### src/rtl/tmr_fm_pkg.sv
// Shared types and helpers for the TMR voter with fault management.
// Replica indices map in1/in2/in3 onto bit positions of the per-replica vectors.
package tmr_fm_pkg;

  typedef enum logic [1:0] {
    TMR_MODE      = 2'd0,
    DEGRADED_MODE = 2'd1,
    FAILED_MODE   = 2'd2
  } tmr_mode_e;

  localparam int unsigned REP1    = 0;
  localparam int unsigned REP2    = 1;
  localparam int unsigned REP3    = 2;
  localparam int unsigned NUM_REP = 3;

  // True when exactly one of three flags is set (odd parity, but not all three).
  function automatic logic exactly_one(input logic [2:0] v);
    return (^v) & ~(&v);
  endfunction

endpackage

### src/rtl/tmr_replica_monitor.sv
// Per-replica consecutive-mismatch counter with exclusion flag.
// at_thresh_o reports that this sample brings (or keeps) the counter at THRESH.
module tmr_replica_monitor #(
  parameter int unsigned THRESH = 3,
  parameter int unsigned CNT_W  = $clog2(THRESH + 1)
) (
  input  logic clk,
  input  logic rst,
  input  logic mismatch_i,
  input  logic sample_i,
  input  logic clear_i,
  input  logic freeze_i,
  input  logic exclude_i,
  output logic at_thresh_o,
  output logic excluded_o
);

  localparam logic [CNT_W-1:0] ThreshCnt = CNT_W'(THRESH);

  logic [CNT_W-1:0] cnt_q, cnt_d, cnt_inc;
  logic             excl_q, excl_d;
  logic             active;

  always_comb begin
    active  = sample_i & ~clear_i & ~freeze_i & ~excl_q;
    cnt_inc = (cnt_q == ThreshCnt) ? cnt_q : cnt_q + CNT_W'(1);
    cnt_d   = cnt_q;
    if (clear_i) begin
      cnt_d = '0;
    end else if (active) begin
      cnt_d = mismatch_i ? cnt_inc : '0;
    end
    excl_d = clear_i ? 1'b0 : (excl_q | exclude_i);
  end

  always_comb begin
    at_thresh_o = active & mismatch_i & (cnt_inc == ThreshCnt);
    excluded_o  = excl_q;
  end

  always_ff @(posedge clk or posedge rst) begin
    if (rst) begin
      cnt_q  <= '0;
      excl_q <= 1'b0;
    end else begin
      cnt_q  <= cnt_d;
      excl_q <= excl_d;
    end
  end

endmodule

### src/rtl/tmr_voter_fm.sv
// Bitwise TMR voter that excludes a persistently disagreeing replica, degrades to
// duplex compare, and reports transient / persistent / uncorrectable faults.
module tmr_voter_fm
  import tmr_fm_pkg::*;
#(
  parameter int unsigned WIDTH   = 32,
  parameter int unsigned THRESH  = 3,
  parameter int unsigned CNT_W   = $clog2(THRESH + 1),
  parameter int unsigned REG_OUT = 0
) (
  input  logic             clk,
  input  logic             rst,
  input  logic [WIDTH-1:0] in1_i,
  input  logic [WIDTH-1:0] in2_i,
  input  logic [WIDTH-1:0] in3_i,
  input  logic             valid_i,
  input  logic             clear_i,
  output logic [WIDTH-1:0] vote_o,
  output logic             fault_o,
  output logic             fault_sticky_o,
  output logic [2:0]       excluded_o,
  output logic [1:0]       mode_o,
  output logic             uncorrectable_o
);

  tmr_mode_e        state_q, state_d;
  logic [WIDTH-1:0] rep [NUM_REP];
  logic [WIDTH-1:0] maj, vote_c;
  logic [2:0]       excl, at_thresh, mismatch, exclude_set;
  logic             sample, any_mm, freeze;
  logic             fault_q, fault_d, sticky_q, sticky_d, unc_q, unc_d;

  assign rep[REP1] = in1_i;
  assign rep[REP2] = in2_i;
  assign rep[REP3] = in3_i;
  assign maj       = (in1_i & in2_i) | (in1_i & in3_i) | (in2_i & in3_i);
  assign sample    = valid_i & ~clear_i;

  // The comparison scheme follows the exclusion set, so FAILED entered straight from
  // TMR keeps voting-style checks while FAILED after DEGRADED keeps the pair compare.
  always_comb begin
    mismatch = '0;
    unique case (excl)
      3'b000: begin
        for (int k = 0; k < NUM_REP; k++) begin
          mismatch[k] = (rep[k] != maj);
        end
      end
      3'b001:  mismatch = {{2{rep[REP2] != rep[REP3]}}, 1'b0};
      3'b010:  mismatch = {rep[REP1] != rep[REP3], 1'b0, rep[REP1] != rep[REP3]};
      3'b100:  mismatch = {1'b0, {2{rep[REP1] != rep[REP2]}}};
      default: mismatch = '0;
    endcase
  end

  assign freeze = (state_q == FAILED_MODE);
  // Only a clean single-replica failure in TMR is excluded; multi-replica failure
  // goes straight to FAILED with the exclusion set untouched.
  assign exclude_set = ((state_q == TMR_MODE) && exactly_one(at_thresh)) ? at_thresh : 3'b000;

  for (genvar k = 0; k < NUM_REP; k++) begin : g_mon
    tmr_replica_monitor #(
      .THRESH(THRESH),
      .CNT_W (CNT_W)
    ) u_mon (
      .clk        (clk),
      .rst        (rst),
      .mismatch_i (mismatch[k]),
      .sample_i   (valid_i),
      .clear_i    (clear_i),
      .freeze_i   (freeze),
      .exclude_i  (exclude_set[k]),
      .at_thresh_o(at_thresh[k]),
      .excluded_o (excl[k])
    );
  end

  always_ff @(posedge clk or posedge rst) begin
    if (rst) begin
      state_q <= TMR_MODE;
    end else begin
      state_q <= state_d;
    end
  end

  always_comb begin
    state_d = state_q;
    if (clear_i) begin
      state_d = TMR_MODE;
    end else begin
      unique case (state_q)
        TMR_MODE: begin
          if (|at_thresh) begin
            state_d = exactly_one(at_thresh) ? DEGRADED_MODE : FAILED_MODE;
          end
        end
        DEGRADED_MODE: begin
          // Pair counter is the max of the survivors: either one reaching THRESH fails.
          if (|at_thresh) begin
            state_d = FAILED_MODE;
          end
        end
        FAILED_MODE: state_d = FAILED_MODE;
        default:     state_d = TMR_MODE;
      endcase
    end
  end

  always_comb begin
    mode_o     = state_q;
    excluded_o = excl;
    vote_c     = maj;
    if (state_q != TMR_MODE) begin
      if (!excl[REP1]) begin
        vote_c = in1_i;
      end else if (!excl[REP2]) begin
        vote_c = in2_i;
      end else begin
        vote_c = in3_i;
      end
    end
  end

  always_comb begin
    any_mm   = |mismatch;
    fault_d  = sample & any_mm;
    unc_d    = sample & (((state_q == DEGRADED_MODE) & any_mm) | (state_q == FAILED_MODE));
    sticky_d = clear_i ? 1'b0 : (sticky_q | fault_d);
  end

  always_ff @(posedge clk or posedge rst) begin
    if (rst) begin
      fault_q  <= 1'b0;
      sticky_q <= 1'b0;
      unc_q    <= 1'b0;
    end else begin
      fault_q  <= fault_d;
      sticky_q <= sticky_d;
      unc_q    <= unc_d;
    end
  end

  assign fault_o         = fault_q;
  assign fault_sticky_o  = sticky_q;
  assign uncorrectable_o = unc_q;

  if (REG_OUT != 0) begin : g_reg_out
    logic [WIDTH-1:0] vote_q;
    always_ff @(posedge clk or posedge rst) begin
      if (rst) begin
        vote_q <= '0;
      end else begin
        vote_q <= vote_c;
      end
    end
    assign vote_o = vote_q;
  end else begin : g_comb_out
    assign vote_o = vote_c;
  end

endmodule

### config.mk
export PLATFORM = sky130hd
export DESIGN_NAME = tmr_voter_fm
export DESIGN_NICKNAME = d
export VERILOG_FILES = /design/src/rtl/tmr_fm_pkg.sv /design/src/rtl/tmr_replica_monitor.sv /design/src/rtl/tmr_voter_fm.sv
export SDC_FILE = /design/constraint.sdc
export NUM_CORES = 1
export LEC_CHECK = 0
export ABC_AREA = 1
export BUFFER_PORTS_ARGS = -buffer_cell sky130_fd_sc_hd__buf_4
export CORE_MARGIN = 5
export CORE_UTILIZATION = 40
export DETAILED_ROUTE_END_ITERATION = 10
export GPL_ROUTABILITY_DRIVEN = 0
export PLACE_DENSITY_LB_ADDON = 0.1
export SLEW_MARGIN = 10
export SYNTH_ARGS = -nofsm -noshare
export SYNTH_HDL_FRONTEND = slang
export SYNTH_SLANG_ARGS = --single-unit
export TNS_END_PERCENT = 10
### constraint.sdc
create_clock -name clk -period 3 [get_ports clk]
set_clock_uncertainty 0.15 [all_clocks]
set_input_delay 0 -clock clk [delete_from_list [all_inputs] [get_ports clk]]
set_output_delay 0 -clock clk [all_outputs]
set_load 0.02 [all_outputs]
==> impl_metrics.py <==
metrics = {
    "sta": {
        "finalSetupViolCount": 0,
        "fin_crit_ns": 2.687,
        "rsz0062_at_grt": "no",
        "period_share_pct": 89.56,
        "hold_violations": 0,
        "timing.fmax_mhz": 372.2,
        "tightest_slew_ns": 0.5509,
        "slew_headroom_pct": 63.23,
        "slew_violations": 0,
        "tns_ns": 0,
    },
    "route": {
        "top_layer_used": "met4",
        "met1_length_mm": 8.428,
        "wl_met3_um": 798,
        "vias": 5917,
        "dr.pass1.iters": 4,
        "drc_errors": 0,
        "wl_mm": 17.17,
        "wl_met2_mm": 7.738,
        "wl_per_cell_um": 14.45,
        "via_per_inst": 4.981,
        "drtIter0Drc": 286,
        "drtAntennaViolNets": 0,
    },
    "floorplanning": {
        "rows": 42,
        "core_um2": 13350,
        "die_width_um": 127.2,
        "ios": 140,
        "die-area_um2": 16180,
        "floorplan.initialDensity_pct": 41.15,
        "dieHeight_um": 127.2,
    },
    "setup_path": {
        "rr_worst_depth": 14,
        "r2r_start": "mode_o[0]$_DFFE_PP0P_",
        "critical_path.startpoint": "in2_i[13]",
        "critPathMostFrequentCell": "nor2_1",
        "cpPeakStageDelay_ns": 0.49,
        "cp.buffers_inverters": 2,
        "critPathKind": "in2reg",
        "cp_cell_sequence": "buf_4 > ha_1 > nor4_1 > nand3_1 > nor2_1 > nor2_4 > nor2_1 > nand2_1 > nand2_1 > nor2_4 > inv_1 > ha_1 > nor2_1 > nand4_2 > nand2_4 > nand3_2 > a21oi_1",
        "cp_top_family": "simple AND/OR/NAND/NOR gates",
        "startpoint_type": "primary input",
        "worst_path_max_delay_cell": "nor4_1",
        "timing.reg2reg.setup_slack_ns": 0.35,
        "worstPathMaxFanout": 4,
        "crit_path_end_kind": "register",
        "critical_path_arrival_ns": 2.70,
        "worstPathRequired_ns": 3.02,
        "rr_endpoint": "g_mon[0].u_mon.excluded_o$_DFF_PP0_",
    },
    "clock_tree": {
        "ctsHoldBuffers": 3,
        "insertion_delay_ns": 0.24,
        "cts_resized": 0,
        "cts_tree": "built",
        "clock_path_buffers": 2,
        "root_buffer": "clkbuf_16",
        "path_clk_slew_ns": 0.05,
        "cts_sinks": 14,
        "numCtsBuffers": 3,
        "post_cts_buffers": 0,
        "h-tree-depth": 1,
    },
    "yosys": {
        "ys_seq_area_share_pct": 6.378,
        "syn_inst": 882,
        "syn_area_um2": 5493,
        "yosysTopAreaCell": "ha_1",
        "syn_nets": 1084,
        "synth_warnings": 0,
        "synth_cell_types": 38,
        "netlist.area_leader.share_pct": 23.23,
        "synth.avg_cell_area_um2": 6.228,
        "synth_area_leaders": "ha_1, nand2_1, xnor2_1, inv_1, dfrtp_1",
        "ys_ff_latch": 14,
    },
    "run_status": {
        "outcome": "completed",
    },
    "grt": {
        "grt-ovfl-total": 0,
        "grt_pass1_vias": 5594,
        "track_usage_pct": 20.51,
        "grt_first_pass_wirelength_mm": 27.39,
        "antenna_found_initial": 0,
        "grt_max_degree": 39,
    },
    "cells_and_area": {
        "fillers": 1387,
        "postLayoutCoreUtil_pct": 51.06,
        "diodes": 0,
        "multiInputGateArea_um2": 4402,
        "seq_area_um2": 350.3,
        "fin_nets": 1215,
        "drive_above_1_share_pct": 25.59,
        "syn2layout_area_growth_pct": 24.08,
    },
    "pwr": {
        "power_uw": 1960,
        "p_leak_uw": 0.003521,
        "peakVddDrop_v": 0.0002157,
        "cellPowerDensity_nw_per_um2": 287.6,
    },
    "hold_path": {
        "hp-class": "in2async",
    },
    "place": {
        "io_buffer_count": 139,
        "hpwl_mm": 14.52,
    },
    "flow_run": {
        "cap_violations": 0,
    },
}
[metrics by stage]
| step | hold slack, ns | std cells | cell area, µm² | setup slack (ns) |
|---|---|---|---|---|
| 2_1_floorplan | -0.2608 | 882 | 5493 | 0.5000 |
| 3_3_place_gp | -0.06557 | 1181 | 6696 | 0.08524 |
| 3_5_place_dp | -0.05933 | 1181 | 6696 | 0.05580 |
| 4_1_cts | 0.2366 | 1188 | 6815 | 0.3157 |
| 5_1_grt | 0.2890 | 1188 | 6815 | 0.09626 |
| 6_report | 0.2155 | 1188 | 6815 | 0.3133 |
[synthesized netlist by cell type (all sizes together)]
cell type and count:
clkinv 4, or2 3, o22ai 7, nor4 12, nand2 214, clkbuf 16, inv 156, a22oi 7
nor2 86, o21ai 42, dfrtp 14, buf 9, nand3 49, ha 102, o211a 1, nor3 2
xnor2 44, a21oi 55, o211ai 6, a32oi 13, nand4 27, nand3b 7, xor2 6
[power by group]
| group | internal, µW | total, µW | switching [µW] |
|---|---|---|---|
| Sequential | 204 | 216 | 12.3 |
| Combinational | 603 | 1470 | 863 |
| Clock | 202 | 277 | 75.5 |
[tightest hold or removal path, delay by kind of cell]
kind / cells / cell delay [ns]
buffers and inverters: 3 / 1.06
[logic make-up after synthesis]
logic type	Yosys count	share of synthesized area (%)
buffers and inverters	185	13.53
AND/OR/NAND/NOR	400	35.10
flip-flops	14	6.378
XOR/XNOR	50	7.973
adder cells (fa/ha/maj)	102	23.23
AO/OA/AOI/OAI	131	13.78
[flip-flops by register name, indices dropped and copies added (netlist names)]
| register | cells |
|---|---|
| mode_o | 2 |
| uncorrectable_o | 1 |
| fault_o | 1 |
| fault_sticky_o | 1 |
| g_mon.u_mon.cnt_q | 6 |
| g_mon.u_mon.excluded_o | 3 |
[per-layer routing]
layer / up-vias / track usage, %
li1: 3155 / -
met1: 2596 / 29.05
met2: 152 / 34.71
met3: 14 / 1.753
met4: 0 / 2.965
met5: - / 0
[layout make-up]
type | count | share of cell area (%)
flip-flops and latches | 14 | 5.140
repair buffers | 151 | 16.93
well taps | 176 | 3.231
multi-input cells | 683 | 64.59
inverters | 160 | 8.812
clock buffers | 4 | 1.303
[worst max path at each step]
stage,endpoint,depth (start not counted),slack (ns)
after floorplan,mode_o[1]$_DFFE_PP0P_,15,0.50
after global placement,mode_o[1]$_DFFE_PP0P_,18,0.09
after detailed placement,mode_o[1]$_DFFE_PP0P_,18,0.06
after CTS,g_mon[0].u_mon.excluded_o$_DFF_PP0_,17,0.32
after global routing,mode_o[1]$_DFFE_PP0P_,18,0.1
final,g_mon[0].u_mon.excluded_o$_DFF_PP0_,17,0.31
[layout by cell type (no fill, tap or decap), drive strengths merged, types with 27 or more instances in the layout]
cell,netlist,routed
nand2,214,214
inv,156,156
buf,9,148
ha,102,102
nor2,86,86
a21oi,55,55
nand3,49,49
xnor2,44,44
o21ai,42,42
nand4,27,27
No activity file was read; power rests on OpenSTA's default activity.
